File: config.mk
export PLATFORM = sky130hd
export DESIGN_NAME = frame_tx_scheduler_flat
export DESIGN_NICKNAME = d
export VERILOG_FILES = /design/src/rtl/l2sim_pkg.sv /design/src/rtl/frame_tx_scheduler_if.sv /design/src/rtl/port_hold_timer.sv /design/src/rtl/frame_tx_scheduler.sv /design/src/flat_wrapper.sv
export SDC_FILE = /design/constraint.sdc
export NUM_CORES = 1
export LEC_CHECK = 0
export BUFFER_PORTS_ARGS = -buffer_cell sky130_fd_sc_hd__buf_2
export CAP_MARGIN = 25
export CORE_ASPECT_RATIO = 1.25
export CORE_MARGIN = 2
export CORE_UTILIZATION = 45
export CTS_CLUSTER_SIZE = 25
export DETAILED_ROUTE_END_ITERATION = 10
export GPL_ROUTABILITY_DRIVEN = 1
export GPL_TIMING_DRIVEN = 0
export PLACE_DENSITY = 0.7
export SLEW_MARGIN = 20
export SYNTH_ARGS = -nofsm -noshare
export SYNTH_HDL_FRONTEND = slang
export SYNTH_SLANG_ARGS = --single-unit
File: constraint.sdc
create_clock -name FPGA_CLK -period 3.9 [get_ports FPGA_CLK]
set_input_delay 0.195 -clock FPGA_CLK [delete_from_list [all_inputs] [get_ports FPGA_CLK]]
set_output_delay 0.195 -clock FPGA_CLK [all_outputs]
set_load 0.02 [all_outputs]
File: src/rtl/l2sim_pkg.sv
`default_nettype none
// ============================================================================
// Module      : l2sim_pkg
// Description : Shared L2 simulator constants, frame/queue types and the
//               MAC-to-port mapping used by the scheduler and EndDevice.
// Revision    : 1.0 - initial release
// ============================================================================
package l2sim_pkg;

  localparam int FRAME_W   = 16;
  localparam int NUM_PORTS = 4;

  localparam logic [3:0] SFD   = 4'b0101;
  localparam logic [3:0] MAC_A = 4'hA;
  localparam logic [3:0] MAC_B = 4'hB;
  localparam logic [3:0] MAC_C = 4'hC;
  localparam logic [3:0] MAC_D = 4'hD;

  typedef struct packed {
    logic       valid;
    logic [1:0] port;
  } port_sel_t;

  typedef struct packed {
    logic [1:0]         port;
    logic [FRAME_W-1:0] frame;
  } q_entry_t;

  typedef enum logic {
    IDLE  = 1'b0,
    DRAIN = 1'b1
  } sched_state_t;

  // Source MAC A..D selects EndDevice port 0..3; anything else is invalid.
  function automatic port_sel_t mac_to_port(input logic [3:0] mac);
    port_sel_t sel;
    sel.valid = 1'b1;
    sel.port  = 2'd0;
    case (mac)
      MAC_A:   sel.port = 2'd0;
      MAC_B:   sel.port = 2'd1;
      MAC_C:   sel.port = 2'd2;
      MAC_D:   sel.port = 2'd3;
      default: sel.valid = 1'b0;
    endcase
    return sel;
  endfunction

endpackage
`default_nettype wire

File: src/rtl/frame_tx_scheduler_if.sv
`default_nettype none
// ============================================================================
// Module      : frame_tx_scheduler_if
// Description : User-input side requests and per-port transmit outputs of
//               the frame scheduler, bundled with master/slave views.
// Revision    : 1.0 - initial release
// ============================================================================
interface frame_tx_scheduler_if #(
  parameter int NUM_PORTS = 4
);
  import l2sim_pkg::*;

  logic                         add_pulse;
  logic                         send_pulse;
  logic [3:0]                   dst_addr;
  logic [3:0]                   src_addr;
  logic [3:0]                   payload;
  logic [NUM_PORTS*FRAME_W-1:0] frame_to_send;
  logic [NUM_PORTS-1:0]         frame_tx_valid;
  logic [2:0]                   queue_count;
  logic                         queue_full;
  logic                         drain_busy;
  logic                         drop_pulse;

  modport master (
    output add_pulse, send_pulse, dst_addr, src_addr, payload,
    input  frame_to_send, frame_tx_valid, queue_count, queue_full,
           drain_busy, drop_pulse
  );

  modport slave (
    input  add_pulse, send_pulse, dst_addr, src_addr, payload,
    output frame_to_send, frame_tx_valid, queue_count, queue_full,
           drain_busy, drop_pulse
  );

endinterface
`default_nettype wire

File: src/rtl/port_hold_timer.sv
`default_nettype none
// ============================================================================
// Module      : port_hold_timer
// Description : Per-port blocking timer; keeps a port busy while the frame
//               last issued to it is still being serialized.
// Revision    : 1.0 - initial release
// ============================================================================
module port_hold_timer #(
  parameter int PORT_HOLD = 24
) (
  input  wire logic FPGA_CLK,
  input  wire logic sys_rst,
  input  wire logic load,
  output logic      busy
);

  localparam int CNT_W = $clog2(PORT_HOLD + 1);
  // The strobe cycle itself is the first blocked cycle, so reloading with
  // PORT_HOLD-1 puts the next strobe exactly PORT_HOLD cycles later.
  localparam logic [CNT_W-1:0] RELOAD = CNT_W'(PORT_HOLD - 1);

  logic [CNT_W-1:0] hold_cnt;

  // Reload on issue, otherwise count down and saturate at zero.
  always_ff @(posedge FPGA_CLK or posedge sys_rst) begin
    if (sys_rst) begin
      hold_cnt <= '0;
    end else if (load) begin
      hold_cnt <= RELOAD;
    end else if (hold_cnt != '0) begin
      hold_cnt <= hold_cnt - CNT_W'(1);
    end
  end

  assign busy = (hold_cnt != '0);

endmodule
`default_nettype wire

File: src/rtl/frame_tx_scheduler.sv
`default_nettype none
// ============================================================================
// Module      : frame_tx_scheduler
// Description : 4-entry transmit frame FIFO with a snapshot drain FSM that
//               issues frames in order to EndDevice ports, respecting a
//               per-port hold time.
// Revision    : 1.0 - initial release
// ============================================================================
module frame_tx_scheduler #(
  parameter int DEPTH     = 4,
  parameter int NUM_PORTS = 4,
  parameter int PORT_HOLD = 24
) (
  input  wire logic           FPGA_CLK,
  input  wire logic           sys_rst,
  frame_tx_scheduler_if.slave bus
);
  import l2sim_pkg::*;

  localparam int         PTR_W     = (DEPTH > 1) ? $clog2(DEPTH) : 1;
  localparam logic [2:0] DEPTH_CNT = 3'(DEPTH);

  q_entry_t                          fifo_mem [DEPTH];
  logic [PTR_W-1:0]                  wr_ptr;
  logic [PTR_W-1:0]                  rd_ptr;
  logic [2:0]                        count;
  logic [2:0]                        drain_left;
  sched_state_t                      state;
  sched_state_t                      state_nxt;
  port_sel_t                         src_sel;
  q_entry_t                          head;
  logic                              full;
  logic                              push;
  logic                              pop;
  logic                              load_drain;
  logic [NUM_PORTS-1:0]              port_busy;
  logic [NUM_PORTS-1:0]              port_load;
  logic [NUM_PORTS-1:0]              valid_q;
  logic [NUM_PORTS-1:0][FRAME_W-1:0] frame_q;
  logic                              drop_q;

  assign src_sel = mac_to_port(bus.src_addr);
  assign head    = fifo_mem[rd_ptr];
  // Full is judged on the registered count, so a pop in the same cycle
  // does not make room for a simultaneous add.
  assign full    = (count == DEPTH_CNT);
  assign push    = bus.add_pulse && !full && src_sel.valid;

  for (genvar g = 0; g < NUM_PORTS; g++) begin : g_port
    assign port_load[g] = pop && (head.port == 2'(g));

    port_hold_timer #(
      .PORT_HOLD (PORT_HOLD)
    ) u_hold (
      .FPGA_CLK (FPGA_CLK),
      .sys_rst  (sys_rst),
      .load     (port_load[g]),
      .busy     (port_busy[g])
    );
  end

  // Accepted frames are assembled and written at the write pointer.
  always_ff @(posedge FPGA_CLK) begin
    if (push) begin
      fifo_mem[wr_ptr] <= '{port:  src_sel.port,
                            frame: {SFD, bus.dst_addr, bus.src_addr, bus.payload}};
    end
  end

  // Circular pointers and occupancy; simultaneous push and pop cancel out.
  always_ff @(posedge FPGA_CLK or posedge sys_rst) begin
    if (sys_rst) begin
      wr_ptr <= '0;
      rd_ptr <= '0;
      count  <= '0;
    end else begin
      if (push) wr_ptr <= wr_ptr + PTR_W'(1);
      if (pop)  rd_ptr <= rd_ptr + PTR_W'(1);
      case ({push, pop})
        2'b10:   count <= count + 3'd1;
        2'b01:   count <= count - 3'd1;
        default: count <= count;
      endcase
    end
  end

  // State register and the snapshot of frames to drain.
  always_ff @(posedge FPGA_CLK or posedge sys_rst) begin
    if (sys_rst) begin
      state      <= IDLE;
      drain_left <= '0;
    end else begin
      state <= state_nxt;
      if (load_drain) begin
        drain_left <= count;
      end else if (pop) begin
        drain_left <= drain_left - 3'd1;
      end
    end
  end

  // Next state and issue decision. DRAIN lingers one cycle after the last
  // issue so drain_busy covers the final strobe.
  always_comb begin
    state_nxt  = state;
    pop        = 1'b0;
    load_drain = 1'b0;
    case (state)
      IDLE: begin
        if (bus.send_pulse && (count != 3'd0)) begin
          state_nxt  = DRAIN;
          load_drain = 1'b1;
        end
      end
      DRAIN: begin
        if (drain_left == 3'd0) begin
          state_nxt = IDLE;
        end else if (!port_busy[head.port]) begin
          pop = 1'b1;
        end
      end
      default: state_nxt = IDLE;
    endcase
  end

  // Registered per-port outputs and the rejected-add strobe.
  always_ff @(posedge FPGA_CLK or posedge sys_rst) begin
    if (sys_rst) begin
      valid_q <= '0;
      frame_q <= '0;
      drop_q  <= 1'b0;
    end else begin
      valid_q <= port_load;
      drop_q  <= bus.add_pulse && !push;
      if (pop) frame_q[head.port] <= head.frame;
    end
  end

  assign bus.frame_to_send  = frame_q;
  assign bus.frame_tx_valid = valid_q;
  assign bus.queue_count    = count;
  assign bus.queue_full     = full;
  assign bus.drain_busy     = (state == DRAIN);
  assign bus.drop_pulse     = drop_q;

endmodule
`default_nettype wire

File: src/flat_wrapper.sv
// flat-port wrapper written by rule: the top's interface ports become plain ports
module frame_tx_scheduler_flat import l2sim_pkg::*;
#(
  parameter int DEPTH     = 4,
  parameter int NUM_PORTS = 4,
  parameter int PORT_HOLD = 24
)
  (FPGA_CLK, sys_rst, bus_add_pulse, bus_send_pulse, bus_dst_addr, bus_src_addr, bus_payload, bus_frame_to_send, bus_frame_tx_valid, bus_queue_count, bus_queue_full, bus_drain_busy, bus_drop_pulse);
  frame_tx_scheduler_if #(.NUM_PORTS(NUM_PORTS)) bus_i ();
  input  wire logic FPGA_CLK;
  input  wire logic sys_rst;
  input wire logic [$bits(bus_i.add_pulse)-1:0] bus_add_pulse;
  input wire logic [$bits(bus_i.send_pulse)-1:0] bus_send_pulse;
  input wire logic [$bits(bus_i.dst_addr)-1:0] bus_dst_addr;
  input wire logic [$bits(bus_i.src_addr)-1:0] bus_src_addr;
  input wire logic [$bits(bus_i.payload)-1:0] bus_payload;
  output wire logic [$bits(bus_i.frame_to_send)-1:0] bus_frame_to_send;
  output wire logic [$bits(bus_i.frame_tx_valid)-1:0] bus_frame_tx_valid;
  output wire logic [$bits(bus_i.queue_count)-1:0] bus_queue_count;
  output wire logic [$bits(bus_i.queue_full)-1:0] bus_queue_full;
  output wire logic [$bits(bus_i.drain_busy)-1:0] bus_drain_busy;
  output wire logic [$bits(bus_i.drop_pulse)-1:0] bus_drop_pulse;
  assign bus_i.add_pulse = bus_add_pulse;
  assign bus_i.send_pulse = bus_send_pulse;
  assign bus_i.dst_addr = bus_dst_addr;
  assign bus_i.src_addr = bus_src_addr;
  assign bus_i.payload = bus_payload;
  assign bus_frame_to_send = bus_i.frame_to_send;
  assign bus_frame_tx_valid = bus_i.frame_tx_valid;
  assign bus_queue_count = bus_i.queue_count;
  assign bus_queue_full = bus_i.queue_full;
  assign bus_drain_busy = bus_i.drain_busy;
  assign bus_drop_pulse = bus_i.drop_pulse;
  frame_tx_scheduler #(.DEPTH(DEPTH), .NUM_PORTS(NUM_PORTS), .PORT_HOLD(PORT_HOLD)) u_core (.FPGA_CLK(FPGA_CLK), .sys_rst(sys_rst), .bus(bus_i));
endmodule
# Word-level counts from Yosys, hierarchy flattened
# Memory sizes are Yosys's and may differ from the RTL's.
# Cells that the tools add are included.
# classes
muxes	27
order_cmp	2
n_bitwise	1
n_reduce_logical	25
addsub	9
eq_ne	10
# op_table
cell	n
bitwise mux 64 bit	1
2-to-1 mux 5 bit	8
demux 16 bit (select 2 bit)	1
nonzero test 5 bit	4
subtractor 5 x 1 -> 5 bit, second input constant	4
== test 4 bit, second input constant	4
2-to-1 mux 16 bit	1
nonzero test 2 bit	6
2-to-1 mux 1 bit	10
logical AND 1 bit	9
== test 2 bit, second input constant	3
2-to-1 mux 3 bit	2
one-hot mux 2 bit (3 select lines)	1
one-hot mux 3 bit (2 select lines)	1
subtractor 3 x 1 -> 3 bit, second input constant	2
adder 2 x 1 -> 2 bit, second input constant	2
== test 2 x 1 -> 1 bit, second input constant	2
OR reduction 4 bit	1
adder 3 x 1 -> 3 bit, second input constant	1
== test 3 bit, second input constant	1
logical NOT 3 bit	1
less-than comparator 2 x 3 -> 1 bit, second input constant	1
nonzero test 3 bit	1
binary-select mux 1 bit (select 2 bit)	1
other kinds (5)	6
# word_totals
input_bits	16
mem_count	1
wordCells	90
out_inout_bits	74
ram_bits	56
ff_bits	100
# memory_table
name	depth	word_bits	read_ports	rd_clocked_by_memory_dff	wr	line	rtl
u_core.fifo_mem	4	14	1	0	1	frame_tx_scheduler.sv:23	q_entry_t fifo_mem [DEPTH];

# Longest topological paths before layout
# logic_depth
ltp_word	8
mapped_depth	11
ltp_nobuf	11

# Hierarchy
# A second synthesis with hierarchy kept.
# unflattened
hier_cells	390
area_unflattened_um2	6127.1
# by_module_without_submodules
module	instances	cells_each	area_each_um2	seq_area_each_um2
frame_tx_scheduler	1	286	5046.1	3383.2
port_hold_timer	4	26	270.3	125.1

# Worst setup path before layout
# No wires, ideal clock.
# synth_timing
path_kind	flip-flop to flip-flop
start	reg u_core.g_port[0].u_hold.hold_cnt[0]
end	reg u_core.count[2] (netlist: u_core.bus.queue_count[2])
path_buffers	0
arrival_ns	2.549
setup_time_ns	0.080
synth_period_minus_slack_ns	2.629
slack_ns	1.271
required_ns	3.820
path_stages_with_launch	12
cell_sequence	dfrtp_1 inv_1 ha_1 nor4b_1 mux2i_1 o22ai_2 ha_1 inv_1 fa_1 xor2_1 nor2_1 xor2_1
# synth_via
elab_chain_len	8
word_cells_on_any_way	10
classes_between	2 x eq/ne; 6 x mux; 2 x reduce/logical
# synth_rtl
item	line	rtl
from (decl)	port_hold_timer.sv:22	logic [CNT_W-1:0] hold_cnt;
from (signal assigned)	port_hold_timer.sv:31	hold_cnt <= hold_cnt - CNT_W'(1);
nonzero test 5 bit *	port_hold_timer.sv:35	assign busy = (hold_cnt != '0);
binary-select mux 1 bit (select 2 bit) *	frame_tx_scheduler.sv:118	end else if (!port_busy[head.port]) begin
2-to-1 mux 1 bit (implied by the code) *	frame_tx_scheduler.sv:118	
2-to-1 mux 1 bit *	frame_tx_scheduler.sv:118	
2-to-1 mux 1 bit *	frame_tx_scheduler.sv:116	if (drain_left == 3'd0) begin
2-to-1 mux 1 bit *	frame_tx_scheduler.sv:108	case (state)
net u_core.pop	frame_tx_scheduler.sv:34	logic pop;
== test 2 x 1 -> 1 bit / == test 2 bit (equally long branches)	frame_tx_scheduler.sv:79	case ({push, pop})
one-hot mux 3 bit (2 select lines) / nonzero test 2 bit (equally long branches)	n/a	
to (signal assigned)	frame_tx_scheduler.sv:80	2'b10: count <= count + 3'd1;
to (signal assigned)	frame_tx_scheduler.sv:81	2'b01: count <= count - 3'd1;
to (signal assigned)	frame_tx_scheduler.sv:82	default: count <= count;
to (decl)	frame_tx_scheduler.sv:26	logic [2:0] count;
# The timed path passes the listed nets; every way through them passes the cells marked *. The select of a mux whose other input is x is not followed.
# A chain may end at the register's enable or synchronous reset.

# Worst setup path in the final report
# Ends and elaborated chain as after synthesis.

==> run summary <==
The total of warnings raised by yosys came out at 0. Cell type with the largest total area after synthesis: dfrtp_1. The area share of the largest cell type after synthesis was 0.3702.

The portion of total power attributed to sequential cells is 0.382. Post-route clock period utilization: 0.8165. After the flow finishes, the layout carries non-filler instances totaling 672. The total setup buffers inserted after CTS is 0, and the overall die area is 14160 sq um.

The clock passes through at most 2 buffers. Walking the worst path, the cells encountered are inv_1 > ha_1 > nor4b_1 > mux2i_1 > o22ai_2 > ha_1 > inv_1 > fa_1 > xor2_1 > nor2_1 > xor2_1. The arithmetic-cell share of the synthesized area counting full adders, half adders and majority gates was 0.03492; the cell-internal power was 0.004068 W. Detailed placement finished with a half-perimeter wire length of 7904 um.

TritonCTS built the clock tree. The tightest slew margin relative to the limit is 0.4321, and the max-capacitance violation count is 0. In this run the horizontal extent of the chip is 106.8 um. The cell area that synthesis handed to floorplanning was 5948 sq um. The worst vdd rail ir drop came out at 0.3313 mV. Summing all multi-input logic gate instances after layout gives 1853 sq um. Data on the critical path is required at its endpoint by 4.24 ns.

The final-report setup violation count is 0. For the pin with the worst max-slew slack, the measured transition is 0.8518 ns. The initial antenna violation count is 0. After clock tree synthesis, the flow added hold-fix buffers numbering 7.

Compared with the post-synthesis result, the final layout area differs by 23.79%. Maximum number of pins on one net before global-route repair: 58. The top-level port count is 90.

The multiplexer share of the synthesized area came out at 0.1632. The vertical die dimension was 132.5 um; the number of sinks on the clock net was 144. In this run the static leakage power is 3.343 nW. The detailed router placed 3347 vias in this run. After the first detailed-routing iteration, the DRC count stood at 125. The critical path arrival is 3.52 ns, and the mean number of vias per cell is 4.981. The H-tree was split into 4 levels. The synthesized flop and latch total works out to 144. The post-synthesis share of cell area spent on xor and xnor gates is 0.02650, and the global-route wire length before repair is 18250 um.

The via count of the first global-routing pass is 3534, and the routed wire length is 11350 um. The total cell area at the placement stage was 6620 sq um. The start-to-end type of the worst setup path was flip-flop to flip-flop. In the final design database the tool counted 523 nets. The first detailed-routing pass ran for 4 iterations. In this run the standard cell core region covers 12780 sq um. The sum of negative setup slack is 0 ns. The count of buffers added on input and output ports is 81. Once placement completed, the tool counted placed cells totaling 633. The synthesized area divided by synthesized cell count came out at 15.82 sq um. Synthesis produced a netlist whose cell count is 376.

Dividing total power by cell area gives a power density of 823.0 nW/um^2. The switching fraction of total power is 0.3288. In this run the remaining antenna-violating nets after routing total 0.

The share of post-route cells with drive strength above 1 was 0.3988. The logs give 0.3140 GHz for the peak clock frequency supported by timing and 0 for the final-report max-slew violation count. TritonCTS created 17 clock buffers. The logs give 0.7182 ns for the worst-case setup slack after placement and 0.41 ns for the source-to-sink clock delay at the later pin of the worst-skew pair. The total DRC errors in the routed layout was 0.

The flow ran to the end, and the final reports show no timing, DRC or antenna violations. Fill cells in the final layout number 1040. Of all nets on the critical path, the largest fanout is 7. The clock root buffer master is clkbuf_16. The sequential area share after synthesis came out at 0.6529. Cell at the slowest stage of the critical path: nor4b_1. The number of enable-type register cells in the synthesized netlist is 56. The worst hold path class is input pin to flip-flop.

Setup slack on the critical path of the routed design comes to 0.7157 ns. The worst setup path is launched from a flip-flop. For this design the total switching power over the nets is 0.001992 W. The simple logic cell fraction of the synthesized area is 0.05890. The per-cell routed wire length came out at 16.89 um.

With fillers left out, the area of the finished cells amounts to 7363 sq um. The stage delay of the slowest cell on the critical path works out to 0.61 ns. Together, buffers and inverters on the worst path number 2. Across the routed clock network, the largest skew measured is 0.005325 ns.

The run gives 0.1714 as the total track usage. STA classifies the critical path endpoint as a flip-flop. In the synthesized netlist the dominant register cell turns out to be dfrtp_1.

The logs give 46 for the count of standard-cell rows and 0 for the number of inserted diodes. After synthesis, the cell types taking the most area are dfrtp_1, edfxtp_1, mux2_2. By area, the combinational part of the netlist is dominated by multiplexers.

The logs give 0 for the count of final hold-check violations and 0.324 for the combinational share of power. The proportion of synthesized flip-flops having asynchronous set or reset was 0.6111. The kind of cell with the highest combined delay along the critical path is adder cells. The congestion estimate from routability-driven global placement came to 0.7579.

The share of the synthesized area in compound gates (AO/OA/AOI/OAI) works out to 0.02293. The minimum clock period after layout was 3.184 ns; the clock network fraction of total power was 0.294. Clock-pin slew was measured on the worst setup and hold paths at 0.06 ns.

Setup repair after global routing left no endpoint under its margin. Post-CTS repair changed the size of 0 cells. Summed over all layers, the global routing overflow is 0. In the final layout, flip-flops and latches occupy 3884 sq um. The netlist uses 42 different library cells.

Total power for the finished layout comes to 0.006060 W. The initial cell density of the core was 0.4655.
[kinds of logic (layout without fill, tap and decap cells)]
family                     count (synthesis)  after routing
DFF                                      144            144
muxes                                     70             70
and+or+nand+nor                           63             63
buffers and inverters                     43            164
AOI/OAI and AO/OA                         21             21
xor gates and xnor gates                  18             18
adders and majority gates                 16             16
other                                      1              8
[sequential cells by signal (all words and copies together) (netlist names)]
signal / count
u_core.bus.frame_tx_valid: 4
u_core.bus.drain_busy: 1
u_core.bus.queue_count: 3
u_core.g_port.u_hold.hold_cnt: 20
u_core.drain_left: 3
u_core.bus.frame_to_send: 52
u_core.wr_ptr: 2
u_core.bus.drop_pulse: 1
u_core.rd_ptr: 2
u_core.fifo_mem: 56
[cell usage in the layout, fill, tap and decap left out, types with 10 or more instances in the layout]
master     count
nor2_1        14
edfxtp_1      56
inv_1         21
o21ai_0       11
ha_1          15
clkbuf_16     20
buf_4         12
dfrtp_1       88
nand2_1       16
mux2_2        46
xnor2_1       10
buf_2         85
mux4_2        11
[metal layers]
layer,GRT usage,vias up,share of wire
met5,0,-,0
met1,0.2007,1708,0.41
met3,0.04236,13,0.027
li1,-,1562,-
met4,0.07792,0,0.019
met2,0.2955,64,0.54
[cells in the mapped netlist (2+ instances only)]
library cell  count
dfrtp_1          88
edfxtp_1         56
mux2_2           46
inv_1            22
nand2_1          16
ha_1             15
nor2_1           14
buf_4            12
mux4_2           11
o21ai_0          11
xnor2_1          10
xor2_1            8
and3_1            6
mux2_4            5
a211o_1           4
buf_2             4
mux2i_1           4
nor3_1            4
nor4_1            4
mux4_1            3
nand3_1           3
buf_6             2
clkbuf_1          2
nand2b_1          2
nand3b_1          2
nor4b_1           2
nor4b_2           2
o22ai_1           2
or2_2             2
or3_1             2
[per-stage QoR]
step                utilization  hold WS, ns
floorplan                     -       0.2939
global placement         0.5158       0.4079
detailed placement       0.5181       0.2285
CTS                      0.5763    0.0004354
global route             0.5763     0.002885
finish                   0.5763      0.01441
[area by class of cell]
type | count | share of cell area
flip-flops and latches | 144 | 0.5274
repair buffers | 89 | 0.06831
clock inverters | 7 | 0.01546
plain buffers | 21 | 0.02107
inverters | 22 | 0.01155
clock buffers | 25 | 0.07596
multi-input cells | 196 | 0.2517
well taps | 168 | 0.02855
[worst paths after layout]
path	startpoint	end	slack [ns]	cells after the start
max	u_core.g_port[0].u_hold.hold_cnt[0]$_DFFE_PP0P_	u_core.bus.queue_count[2]$_DFFE_PP0P_	0.72	11
min	bus_dst_addr[2]	u_core.fifo_mem[1][10]$_DFFE_PP_	0.01	1
max reg2reg	u_core.g_port[0].u_hold.hold_cnt[0]$_DFFE_PP0P_	u_core.bus.queue_count[2]$_DFFE_PP0P_	0.72	11
min reg2reg	u_core.bus.frame_to_send[14]$_DFFE_PP0P_	u_core.bus.frame_to_send[14]$_DFFE_PP0P_	0.49	1
max in group asynchronous	sys_rst	u_core.drain_left[0]$_DFFE_PP0P_	2.93	4
min in group asynchronous	sys_rst	u_core.bus.frame_to_send[26]$_DFFE_PP0P_	0.34	3
[power by group through the flow]
| stage | clock [W] | sequential (W) | combinational (W) |
|---|---|---|---|
| 2_1_floorplan | 0 | 0.00259 | 0.00109 |
| 3_3_place_gp | 0 | 0.00231 | 0.00189 |
| 3_5_place_dp | 0 | 0.00234 | 0.00198 |
| 4_1_cts | 0.00180 | 0.00232 | 0.00199 |
| 5_1_grt | 0.00187 | 0.00236 | 0.00214 |
| 6_report | 0.00178 | 0.00232 | 0.00196 |
No activity file was read; power rests on OpenSTA's default activity.
